`src/rtl/mem_access_unit.sv`:
```
// Data-memory pipeline stage: req/ack access, byte lanes, big-endian load align, MEM/WB register.
// Optional MISALIGN_TRAP_EN: traps misaligned half/word accesses instead of issuing them.
module mem_access_unit #(
   parameter int ADDR_W     = 32,
   parameter int DM_TIMEOUT = 255
) (
   input  logic              CLK,
   input  logic              RESET,
   input  logic              in_valid,
   output logic              in_ready,
   input  logic [5:0]        ALU_control,
   input  logic [31:0]       aluResult,
   input  logic [31:0]       readDataB,
   input  logic [4:0]        writeRegister,
   input  logic              do_writeback,
   input  logic              MemtoReg,
   input  logic              MemRead,
   input  logic              MemWrite,
   input  logic [31:0]       writeData_WB,
   input  logic [4:0]        writeRegister_WB,
   input  logic              do_writeback_WB,
   output logic              dm_req,
   output logic              dm_we,
   output logic [ADDR_W-1:0] dm_addr,
   output logic [31:0]       dm_wdata,
   output logic [3:0]        dm_be,
   input  logic              dm_ack,
   input  logic [31:0]       dm_rdata,
   output logic              out_valid,
   output logic [31:0]       aluResult_PR,
   output logic [31:0]       data_read_PR,
   output logic [4:0]        writeRegister_PR,
   output logic              MemtoReg_PR,
   output logic              do_writeback_PR,
   output logic              dm_err_PR
`ifdef MISALIGN_TRAP_EN
   ,
   output logic              misalign_PR
`endif
);

   localparam logic [5:0] OP_LB  = 6'b100001;
   localparam logic [5:0] OP_LBU = 6'b101010;
   localparam logic [5:0] OP_LH  = 6'b101011;
   localparam logic [5:0] OP_LHU = 6'b101100;
   localparam logic [5:0] OP_LWL = 6'b101101;
   localparam logic [5:0] OP_LWR = 6'b101110;
   localparam logic [5:0] OP_SB  = 6'b101000;
   localparam logic [5:0] OP_SH  = 6'b101001;

   typedef enum logic [3:0] {
      K_LW, K_LB, K_LBU, K_LH, K_LHU, K_LWL, K_LWR, K_SW, K_SB, K_SH
   } kind_t;

   typedef enum logic {IDLE, ACCESS} state_t;

   state_t            state;
   kind_t             kind, l_kind;
   logic [9:0]        cnt;
   logic [1:0]        off, l_off;
   logic [31:0]       base, l_base, l_alu;
   logic [4:0]        l_wreg;
   logic              l_dwb, l_m2r, l_load;
   logic              is_mem;
   logic [31:0]       wdata_n;
   logic [3:0]        be_n;
   logic [ADDR_W-1:0] addr_n;
   logic [31:0]       ld;
   logic [4:0]        sh_b, k8;
   logic [7:0]        byte_v;
   logic [15:0]       half_v;

   assign off    = aluResult[1:0];
   assign is_mem = MemRead | MemWrite;
   assign base   = (do_writeback_WB && writeRegister_WB == writeRegister
                    && writeRegister != 5'd0) ? writeData_WB : readDataB;

   always_comb begin
      kind = K_LW;
      if (MemWrite) begin
         unique case (ALU_control)
            OP_SB:   kind = K_SB;
            OP_SH:   kind = K_SH;
            default: kind = K_SW;
         endcase
      end else begin
         unique case (ALU_control)
            OP_LB:   kind = K_LB;
            OP_LBU:  kind = K_LBU;
            OP_LH:   kind = K_LH;
            OP_LHU:  kind = K_LHU;
            OP_LWL:  kind = K_LWL;
            OP_LWR:  kind = K_LWR;
            default: kind = K_LW;
         endcase
      end
   end

   // Lane enables and replicated store data; misaligned half/word addresses are truncated
   always_comb begin
      wdata_n = base;
      be_n    = 4'b1111;
      addr_n  = aluResult[ADDR_W-1:0];
      unique case (kind)
         K_SB, K_LB, K_LBU: begin
            be_n    = 4'b1000 >> off;
            wdata_n = {4{base[7:0]}};
         end
         K_SH, K_LH, K_LHU: begin
            be_n      = off[1] ? 4'b0011 : 4'b1100;
            wdata_n   = {2{base[15:0]}};
            addr_n[0] = 1'b0;
         end
         K_LWL:   be_n = 4'b1111 >> off;
         K_LWR:   be_n = 4'b1111 << (2'd3 - off);
         default: addr_n[1:0] = 2'b00;
      endcase
   end

`ifdef MISALIGN_TRAP_EN
   logic misalign;
   always_comb begin
      unique case (kind)
         K_LH, K_LHU, K_SH: misalign = off[0];
         K_LW, K_SW:        misalign = |off;
         default:           misalign = 1'b0;
      endcase
   end
`endif

   assign sh_b   = {2'd3 - l_off, 3'b000};
   assign k8     = {l_off, 3'b000};
   assign byte_v = dm_rdata[sh_b +: 8];
   assign half_v = l_off[1] ? dm_rdata[15:0] : dm_rdata[31:16];

   always_comb begin
      unique case (l_kind)
         K_LB:    ld = {{24{byte_v[7]}}, byte_v};
         K_LBU:   ld = {24'd0, byte_v};
         K_LH:    ld = {{16{half_v[15]}}, half_v};
         K_LHU:   ld = {16'd0, half_v};
         K_LWL:   ld = (dm_rdata << k8)
                       | (l_base & ~(32'hFFFF_FFFF << k8));
         K_LWR:   ld = (dm_rdata >> sh_b)
                       | (l_base & ~(32'hFFFF_FFFF >> sh_b));
         default: ld = dm_rdata;
      endcase
   end

   always_ff @(posedge CLK or negedge RESET) begin
      if (!RESET) begin
         state            <= IDLE;
         cnt              <= '0;
         in_ready         <= 1'b1;
         dm_req           <= 1'b0;
         dm_we            <= 1'b0;
         dm_addr          <= '0;
         dm_wdata         <= '0;
         dm_be            <= '0;
         out_valid        <= 1'b0;
         aluResult_PR     <= '0;
         data_read_PR     <= '0;
         writeRegister_PR <= '0;
         MemtoReg_PR      <= 1'b0;
         do_writeback_PR  <= 1'b0;
         dm_err_PR        <= 1'b0;
`ifdef MISALIGN_TRAP_EN
         misalign_PR      <= 1'b0;
`endif
         l_kind           <= K_LW;
         l_off            <= '0;
         l_base           <= '0;
         l_alu            <= '0;
         l_wreg           <= '0;
         l_dwb            <= 1'b0;
         l_m2r            <= 1'b0;
         l_load           <= 1'b0;
      end else begin
         out_valid <= 1'b0;
         unique case (state)
            IDLE: begin
               if (in_valid) begin
                  if (!is_mem) begin
                     out_valid        <= 1'b1;
                     aluResult_PR     <= aluResult;
                     writeRegister_PR <= writeRegister;
                     MemtoReg_PR      <= MemtoReg;
                     do_writeback_PR  <= do_writeback;
                     dm_err_PR        <= 1'b0;
`ifdef MISALIGN_TRAP_EN
                     misalign_PR      <= 1'b0;
                  end else if (misalign) begin
                     out_valid        <= 1'b1;
                     aluResult_PR     <= aluResult;
                     writeRegister_PR <= writeRegister;
                     MemtoReg_PR      <= MemtoReg;
                     do_writeback_PR  <= 1'b0;
                     dm_err_PR        <= 1'b0;
                     misalign_PR      <= 1'b1;
`endif
                  end else begin
                     state    <= ACCESS;
                     in_ready <= 1'b0;
                     cnt      <= '0;
                     dm_req   <= 1'b1;
                     dm_we    <= MemWrite;
                     dm_addr  <= addr_n;
                     dm_wdata <= wdata_n;
                     dm_be    <= be_n;
                     l_kind   <= kind;
                     l_off    <= off;
                     l_base   <= base;
                     l_alu    <= aluResult;
                     l_wreg   <= writeRegister;
                     l_dwb    <= do_writeback;
                     l_m2r    <= MemtoReg;
                     l_load   <= MemRead & ~MemWrite;
                  end
               end
            end
            ACCESS: begin
               if (dm_ack || cnt == 10'(DM_TIMEOUT)) begin
                  state            <= IDLE;
                  in_ready         <= 1'b1;
                  dm_req           <= 1'b0;
                  dm_we            <= 1'b0;
                  out_valid        <= 1'b1;
                  aluResult_PR     <= l_alu;
                  writeRegister_PR <= l_wreg;
                  MemtoReg_PR      <= l_m2r;
                  do_writeback_PR  <= dm_ack ? l_dwb : 1'b0;
                  dm_err_PR        <= ~dm_ack;
`ifdef MISALIGN_TRAP_EN
                  misalign_PR      <= 1'b0;
`endif
                  if (dm_ack && l_load) data_read_PR <= ld;
               end else begin
                  cnt <= cnt + 10'd1;
               end
            end
            default: state <= IDLE;
         endcase
      end
   end

endmodule

```
`config.mk`:
```
export PLATFORM = sky130hd
export DESIGN_NAME = mem_access_unit
export DESIGN_NICKNAME = d
export VERILOG_FILES = /design/src/rtl/mem_access_unit.sv
export SDC_FILE = /design/constraint.sdc
export NUM_CORES = 1
export LEC_CHECK = 0
export BUFFER_PORTS_ARGS = -buffer_cell sky130_fd_sc_hd__clkbuf_2
export CAP_MARGIN = 20
export CORE_MARGIN = 5
export CORE_UTILIZATION = 47
export DETAILED_ROUTE_END_ITERATION = 10
export PLACE_DENSITY = 0.68
export SKIP_LAST_GASP = 1
export SLEW_MARGIN = 20
export SYNTH_ARGS = -nofsm -noshare
export SYNTH_HDL_FRONTEND = slang
export SYNTH_SLANG_ARGS = --single-unit
```
`constraint.sdc`:
```
create_clock -name CLK -period 4.59 [get_ports CLK]
set_input_delay 0.459 -clock CLK [delete_from_list [all_inputs] [get_ports CLK]]
set_output_delay 0.459 -clock CLK [all_outputs]
set_load 0.01 [all_outputs]
```
* Yosys cells after proc, flatten, opt, wreduce, memory -nomap -nowiden
Cells that the tools add are included.
** Storage, ports and cells
- Memories :: 0
- Bits in writable memories :: 0
- Bits in latches :: 0
- Memory bits (read-only) :: 0
- Logic and storage cells :: 143
- Register bits after elaboration :: 233
** Cells by class
- Bitwise gates (word level) :: 11
- Reduce and logical (&&, ||, !) cells :: 14
- $lt $le $gt $ge :: 0
- Mux-type cells :: 55
- Equal/unequal tests :: 29
- Div/mod/pow operators :: 0
- Multiply operators :: 0
- Shift-type cells :: 8
- $add $sub $neg :: 3
** Operators with widths (count)
- $pmux 32 s6 :: 1
- $mux 32 :: 4
- $pmux 32 s2 :: 2
- $and 32x32->32 :: 2
- $not 32->32 :: 2
- $or 32x32->32 :: 2
- $eq 6x6->1 const B :: 8
- $shiftx 32x6->8 :: 1
- $shl 32x5->32 :: 1
- $shl 32x5->32 const A :: 1
- $shr 32x5->32 :: 1
- $shr 32x5->32 const A :: 1
- $mux 10 :: 3
- $mux 1 :: 26
- $eq 4x3->1 const B :: 6
- $pmux 10 s2 :: 1
- $pmux 3 s6 :: 1
- $eq 4x2->1 const B :: 4
- $mux 16 :: 1
- $pmux 1 s2 :: 8
- $pmux 4 s4 :: 1
- $mux 5 :: 3
- $reduce_and 3->1 :: 5
- $add 10x1->10 const B :: 1
- other kinds (21) :: 34

* Logic depth before layout (Yosys ltp)
Gate-level depths: netlist (run 1).
- Word-level depth :: 6
- Depth in mapped cells :: 9
- Depth with buffers taken out :: 6

* Worst setup path before layout (run 1)
Ideal clock, no wire load.
- Kind :: input -> register
- From :: input ALU_control[2]
- To :: register dm_wdata[24]
- Cell stages on the path :: 7
- Slack :: 2.537 ns
- Arrival :: 1.909 ns
- Path buffers :: 2
- Path through :: buf_2 -> or4b_4 -> nand4b_2 -> nand2_2 -> buf_6 -> a222oi_1 -> o221ai_1
** Between the ends
- Longest elaborated chain between the ends :: 6
- Elaborated cells between the ends (all ways) :: 20
** Ends and longest elaborated chain
- start, declared :: line 11 : input logic [5:0] ALU_control,
- $eq 6x6->1 (on tied branches) :: line 87, 81
- $pmux 3 s6 or $pmux 4 s2 (tied branches) :: line 87, 81
- $mux 4 (*) :: line 80 : if (MemWrite) begin
- $eq 4x4->1 (tied with other cells) :: line 104 : unique case (kind)
- $reduce_or 3->1
- $pmux 32 s2 (*) :: line 104
- end signal, assigned :: line 208 : dm_wdata <= wdata_n;
- end, declared :: line 25 : output logic [31:0] dm_wdata,
Every way passes the cells marked *; elsewhere a longest branch is shown, timed or not.
A chain may end at the register's enable or synchronous reset.

* Worst setup path after layout (run 1)
- From :: register state
- To :: register data_read_PR[23]
** Between the ends
- Longest elaborated chain between the ends :: 1
** Ends and longest elaborated chain
- start, declared :: line 57 : state_t state;
- start signal, assigned :: line 152 : state <= IDLE;
- start signal, assigned :: line 202 : state <= ACCESS;
- start signal, assigned :: line 223 : state <= IDLE;
- $reduce_and 3->1 (no source line)
- end signal, assigned :: line 236 : if (dm_ack && l_load) data_read_PR <= ld;
- end, declared :: line 31 : output logic [31:0] data_read_PR,
No other way between the ends.

==> results of run 1 <==
[kinds of logic (layout without fill, tap and decap cells)]
family | count (synthesis) | after routing | synth area share, %
flip-flops | 193 | 193 | 42.9
other | 0 | 6 | 0
buffers and inverters | 146 | 355 | 6.87
XOR/XNOR | 13 | 13 | 1.01
multiplexers | 126 | 126 | 13.4
AND/OR/NAND/NOR | 440 | 440 | 17.0
adder cells (fa/ha/maj) | 1 | 1 | 0.111
AO/OA/AOI/OAI | 316 | 316 | 18.7
[synthesized netlist by cell type, drive strengths merged, types with 3 or more instances]
cell / number / area share [%]
nand2: 295 / 9.9
dfrtp: 192 / 43
o21ai: 116 / 5.2
mux2i: 84 / 7.5
buf: 79 / 4.6
nor2: 70 / 2.3
clkbuf: 58 / 1.9
a31oi: 50 / 2.9
a21oi: 34 / 1.5
mux2: 25 / 2.5
a222oi: 21 / 1.9
mux4: 17 / 3.4
a211oi: 15 / 1.0
a21o: 14 / 0.93
a221o: 14 / 1.2
nand3: 13 / 0.58
xnor2: 12 / 0.93
o221ai: 10 / 0.78
a22oi: 9 / 0.60
inv: 9 / 0.30
or3: 9 / 0.50
and2: 6 / 0.33
nor2b: 6 / 0.33
o211ai: 6 / 0.40
a21bo: 5 / 0.44
and3: 5 / 0.28
nand2b: 4 / 0.22
nand3b: 4 / 0.27
nor3: 4 / 0.18
a2111oi: 3 / 0.23
and4bb: 3 / 0.33
nor4bb: 3 / 0.27
o21a: 3 / 0.20
or4: 3 / 0.20
[metal layers]
metal  track usage [%]  up-vias  part of all wire [%]
met4              9.64        6                   3.5
met1              36.9     4941                    40
met5                 0        -                  0.10
met2              40.8      524                    46
li1                  -     4784                     -
met3              6.41       74                    10
[cell usage in the layout, fill, tap and decap left out, types with 5 or more instances in the layout]
master / count
clkbuf_2: 295
nand2_1: 293
dfrtp_1: 189
o21ai_0: 95
mux2i_1: 84
nor2_1: 70
a31oi_1: 49
a21oi_1: 33
mux2_2: 25
a222oi_1: 21
o21ai_1: 20
mux4_2: 17
clkbuf_16: 17
buf_4: 17
a211oi_1: 15
a21o_1: 14
a221o_1: 14
nand3_1: 13
xnor2_1: 12
o221ai_1: 10
inv_1: 9
or3_1: 9
a22oi_1: 8
diode_2: 6
and2_1: 6
o211ai_1: 6
clkinv_8: 6
and3_1: 5
nor2b_1: 5
a21bo_2: 5
[final timing paths]
kind / depth (start not counted) / start / slack, ns / end
max: 6 / state$_DFF_PN0_ / 1.94 / data_read_PR[23]$_DFFE_PN0P_
min: 1 / RESET / 0.05 / data_read_PR[28]$_DFFE_PN0P_
max reg2reg: 6 / state$_DFF_PN0_ / 1.94 / data_read_PR[23]$_DFFE_PN0P_
min reg2reg: 2 / in_ready$_DFFE_PN1P_ / 0.47 / in_ready$_DFFE_PN1P_
max in group asynchronous: 2 / RESET / 3.54 / dm_addr[4]$_DFFE_PN0P_
min in group CLK: 3 / aluResult[13] / 0.22 / dm_addr[13]$_DFFE_PN0P_
[stage by stage]
stage	total power [mW]	hold slack, ns	area [um^2]	worst slack [ns]
final	6.19	0.0478	13300	1.94
after global routing	6.57	0.0951	13200	1.77
after CTS	6.21	0.0621	13200	1.97
after detailed placement	4.65	0.460	12600	1.61
after global placement	4.61	0.446	12600	1.68
after floorplan	3.82	0.163	11300	2.54
[area by class of cell]
class / instances / area [um^2] / area share, %
repair buffers: 314 / 1640 / 12.4
flip-flops and latches: 193 / 4830 / 36.5
multi-input cells: 896 / 5710 / 43.1
diodes: 6 / 15.0 / 0.113
clock buffers: 17 / 425 / 3.21
inverters: 9 / 33.8 / 0.255
clock inverters: 15 / 199 / 1.50
well taps: 319 / 399 / 3.01
[power groups by stage]
stage / Clock [mW] / Sequential [mW] / Combinational (mW)
6_report: 1.56 / 2.55 / 2.08
5_1_grt: 1.66 / 2.60 / 2.30
3_3_place_gp: 0 / 2.56 / 2.04
3_5_place_dp: 0 / 2.57 / 2.08
4_1_cts: 1.58 / 2.54 / 2.09
2_1_floorplan: 0 / 2.58 / 1.24
[worst max-delay path: cells and delay by family, from the launching register on]
family	cells	cell delay, ns
AND/OR/NAND/NOR	1	0.77
AO/OA/AOI/OAI	3	0.47
buffers and inverters	2	0.94
flip-flops	1	0.37
[registers in the layout (all words and copies together), names as in the netlist]
register,cells
l_alu,1
MemtoReg_PR,1
dm_req,1
dm_be,4
aluResult_PR,32
l_dwb,1
l_off,1
l_m2r,1
state,1
out_valid,1
l_wreg,5
do_writeback_PR,1
l_load,1
dm_addr,32
l_kind,4
in_ready,1
l_base,24
cnt,10
data_read_PR,32
writeRegister_PR,5
dm_we,1
dm_wdata,32
dm_err_PR,1
==> results_dict.tcl, run 1 <==
set metrics [dict create \
    status "finished, final reports clean" \
    dpl.hpwl_um 26700 \
    gp_congestion 0.930 \
    crit_path_end_kind "flop" \
    ios 297 \
    grt_pass1_wl_um 56200 \
    maxSlewHeadroom_pct 25.9 \
    synthCells 1235 \
    synthArstFlopShare_pct 100 \
    grt_pass1_vias 9680 \
    cts_hold_buf 0 \
    finalSetupViolCount 0 \
    dp.cells 1731 \
    p_per_area_mw_per_mm2 467 \
    crit_chain "buf_4, and3_1, buf_4, o21ai_0, a31oi_1, a21o_1" \
    grt_use_total_pct 26.6 \
    overflow 0 \
    finalHoldViolations 0 \
    ant_nets 0 \
    synth-edff-count 0 \
    synth_nets 1389 \
    fmax_mhz 377 \
    synth_seq_cells 193 \
    cts_resized 0 \
    initial_core_util_pct 47.8 \
    startpoint_type "flop" \
    synth_flop_cell "dfrtp_1" \
    period_share_pct 57.8 \
    fin_nets 1585 \
    grt_max_degree 86 \
    fp.dieH_um 165 \
    vias 10300 \
    dr.pass1.iters 6 \
    h-tree-depth 4 \
    avgRoutedWirePerCell_um 20.8 \
    cts_tree "done" \
    clock_path_buffers 2 \
    arrival_ns 3.04 \
    slew_violations 0 \
    clkTransAtPathRegs_ns 0.08 \
    instances_no_fill 1769 \
    switchingPower_mw 2.40 \
    maxCapViolations 0 \
    final_util_pct 56.3 \
    coreArea_mm2 0.0235 \
    routed_wl_um 36800 \
    pwr-share-clk_pct 25.2 \
    row_count 56 \
    ys_seq_area_share_pct 42.9 \
    p_int_mw 3.78 \
    critical_path_class "reg2reg" \
    combinationalPowerShare_pct 33.6 \
    hold_path_class "in2async" \
    setup_tns_ns 0 \
    min_period_ns 2.65 \
    cellLeakagePower_nw 6.33 \
    worst_slew_pin_slew_ns 1.10 \
    die_area_mm2 0.0272 \
    antenna_found_initial 6 \
    cp_slowest_stage_delay_ns 0.77 \
    cts_setup_buffers 0 \
    fillers 2153 \
    ir_drop_v 0.000267 \
    synth_cell_types 71 \
    syn_avg_cell_area_um2 9.12 \
    drive_above_1_share_pct 28.8 \
    rsz0062_at_grt "no" \
    clkLatencyLatePin_ns 0.45 \
    slowest_stage "and3_1" \
    p_seq_share_pct 41.2 \
    cts-root-buf "clkbuf_16" \
    path_max_fanout 44 \
    clkSinkCount 193 \
    finalClockSkew_ns 0.0168 \
    drt_iter0_markers 1175 \
    netlist_area_mm2 0.0113 \
    crit_required_ns 4.97 \
    cts_buffers 17 \
    drc 0 \
    yosysWarnings 0 \
    syn2layout_area_growth_pct 17.7 \
    crit_path_frequent_cell "buf_4" \
    vias_per_cell 5.84 \
    port_buffers 296 \
    swShare_pct 38.9 \
    die_w_um 165 \
]
Note: power is estimated with default switching activity, not from simulation.
==> run 2, diff against run 1 <==
- ABC_AREA: not set -> 1
- PLACE_DENSITY: 0.68 -> 0.69
- clock period: 4.59 -> 2.57 ns (I/O delays scaled with it)
==> results_dict.tcl, run 2 <==
set metrics [dict create \
    fmax_mhz 466 \
    finalClockSkew_ns 0.0153 \
    synth_seq_cells 193 \
    syn_avg_cell_area_um2 7.24 \
    pwr-share-clk_pct 24.5 \
    vias_per_cell 5.32 \
    instances_no_fill 2062 \
    antenna_found_initial 0 \
    cts_setup_buffers 0 \
    gp_congestion 1.00 \
    yosysTopAreaCell "dfrtp_1" \
    grt_use_total_pct 27.1 \
    syn2layout_area_growth_pct 19.7 \
    final_cell_mix "nand2_1, clkbuf_2, dfrtp_1, nor2_1, o21ai_0" \
    netlist_area_mm2 0.0109 \
    synth-edff-count 0 \
    coreArea_mm2 0.0228 \
    grt_pass1_vias 10200 \
    avgRoutedWirePerCell_um 17.5 \
    vias 11000 \
    ant_nets 0 \
    netlist_top_cells_area "dfrtp_1, nand2_1, o21ai_0" \
    grt_max_degree 107 \
    switchingPower_mw 4.61 \
    combinationalPowerShare_pct 36.5 \
    synth_commonest_cells "nand2_1, dfrtp_1, nor2_1" \
    cts_tree "done" \
    maxSlewHeadroom_pct 62.4 \
    clkTransAtPathRegs_ns 0.08 \
    clock_path_buffers 2 \
    synth_cell_types 42 \
    maxCapViolations 0 \
    r2r_end "data_read_PR[13]$_DFFE_PN0P_" \
    p_seq_share_pct 39.0 \
    synth_nets 1664 \
    rr_worst_depth 10 \
    final_common_cell "nand2_1" \
    hold_path_class "in2reg" \
    row_count 55 \
    ir_drop_v 0.000381 \
    cp-endpoint "data_read_PR[13]$_DFFE_PN0P_" \
    finalHoldViolations 0 \
    slew_violations 0 \
    crit_required_ns 2.95 \
    h-tree-depth 4 \
    drive_above_1_share_pct 23.6 \
    cellLeakagePower_nw 6.83 \
    grt_pass1_wl_um 57100 \
    synth_flop_cell "dfrtp_1" \
    clkSinkCount 193 \
    p_per_area_mw_per_mm2 883 \
    rrSetupSlack_ns 0.43 \
    crit_path_frequent_cell "inv_1" \
    synth.most_common_cell "nand2_1" \
    routed_wl_um 36200 \
    rsz0062_at_grt "no" \
    rr_startpoint "l_kind[0]$_DFFE_PN0P_" \
    status "finished, final reports clean" \
    arrival_ns 2.53 \
    setup_tns_ns 0 \
    port_buffers 296 \
    clkLatencyLatePin_ns 0.44 \
    path_max_fanout 14 \
    cts-root-buf "clkbuf_16" \
    drc 0 \
    swShare_pct 40.0 \
    startpoint "l_kind[0]$_DFFE_PN0P_" \
    period_share_pct 83.4 \
    worst_slew_pin_slew_ns 0.563 \
    cts_resized 0 \
    dp.cells 2030 \
    critical_path_class "reg2reg" \
    crit_path_end_kind "flop" \
    synthCells 1510 \
    crit_chain "inv_1, nor2_1, inv_1, nor2_1, inv_1, o22ai_1, a21oi_1, nand3_1, nand3_1, nand2_1" \
    min_path_cells 3 \
    ios 297 \
    startpoint_type "flop" \
    overflow 0 \
    cp_slowest_stage_delay_ns 0.40 \
    drt_iter0_markers 1348 \
    dpl.hpwl_um 27100 \
    die_w_um 162 \
    min_period_ns 2.14 \
    ys_seq_area_share_pct 44.2 \
    initial_core_util_pct 48.0 \
    fin_nets 1891 \
    fp.dieH_um 162 \
    yosysWarnings 0 \
    dr.pass1.iters 5 \
    die_area_mm2 0.0264 \
    synthArstFlopShare_pct 100 \
    synth_top_cell_area_share_pct 44.0 \
    finalSetupViolCount 0 \
    slowest_stage "dfrtp_1" \
    cts_buffers 17 \
    antenna_cells 0 \
    p_int_mw 6.93 \
    worstHoldStart "aluResult[14]" \
]
## run 2: how the worst min path moves through the flow
stage | to | slack (ns)
2_1_floorplan | MemtoReg_PR$_DFFE_PN0P_ | -0.04
3_3_place_gp | data_read_PR[8]$_DFFE_PN0P_ | 0.22
3_5_place_dp | data_read_PR[13]$_DFFE_PN0P_ | 0.22
4_1_cts | dm_addr[14]$_DFFE_PN0P_ | 0.02
5_1_grt | dm_addr[17]$_DFFE_PN0P_ | 0.03
6_report | dm_addr[14]$_DFFE_PN0P_ | 0.04
## run 2: routing by layer
layer | vias up | track usage (%) | wire length, um
met5 | - | 0 | 0
met4 | 0 | 7.96 | 901
met3 | 55 | 4.23 | 2910
met2 | 509 | 39.7 | 15600
met1 | 5072 | 41.4 | 16700
li1 | 5331 | - | -
## run 2: layout make-up
cell class	count	area, um^2
Fill cell	2204	9700
Multi-Input combinational cell	1080	5010
Sequential cell	193	4830
Timing Repair Buffer	330	1800
Clock buffer	18	439
Inverter	115	432
Tap cell	313	392
Clock inverter	13	184
## run 2: cells by family (layout without fill, tap and decap cells)
logic type | Yosys count | in the layout | share of synthesized area (%)
buffers and inverters | 237 | 476 | 10.0
adders and majority gates | 1 | 1 | 0.114
and+or+nand+nor | 744 | 744 | 27.7
xor gates and xnor gates | 3 | 3 | 0.241
muxes | 18 | 18 | 1.76
AOI/OAI and AO/OA | 314 | 314 | 15.9
DFF | 193 | 193 | 44.2
## run 2: power by group through the flow
stage / registers, mW / clock network, mW / logic [mW]
finish: 4.50 / 2.83 / 4.21
CTS: 4.50 / 2.88 / 4.20
detailed placement: 4.55 / 0 / 4.19
global route: 4.62 / 3.00 / 4.65
global placement: 4.53 / 0 / 4.16
floorplan: 4.66 / 0 / 2.36
## run 2: repair_timing
item                       in CTS  in global routing
hold endpoints to repair       39                  0
setup endpoints to repair       0                  0
hold buffers                    1                  0
## run 2: critical path, delay by kind of cell, from the launching register on
| family | cells | cell delay, ns |
|---|---|---|
| AND/OR/NAND/NOR | 5 | 0.69 |
| buffers and inverters | 3 | 0.48 |
| AO/OA/AOI/OAI | 2 | 0.53 |
| flip-flops | 1 | 0.40 |
## run 2: through the flow
| step | cell area (um^2) | power (mW) | hold slack [ns] | util [%] | setup slack [ns] |
|---|---|---|---|---|---|
| final | 13100 | 11.5 | 0.0361 | 57.4 | 0.426 |
| after global routing | 13100 | 12.3 | 0.0293 | 57.4 | 0.236 |
| after CTS | 13100 | 11.6 | 0.0190 | 57.4 | 0.493 |
| after detailed placement | 12400 | 8.74 | 0.225 | 54.6 | 0.347 |
| after global placement | 12400 | 8.68 | 0.223 | 54.6 | 0.415 |
| after floorplan | 10900 | 7.02 | -0.0386 | - | 0.859 |
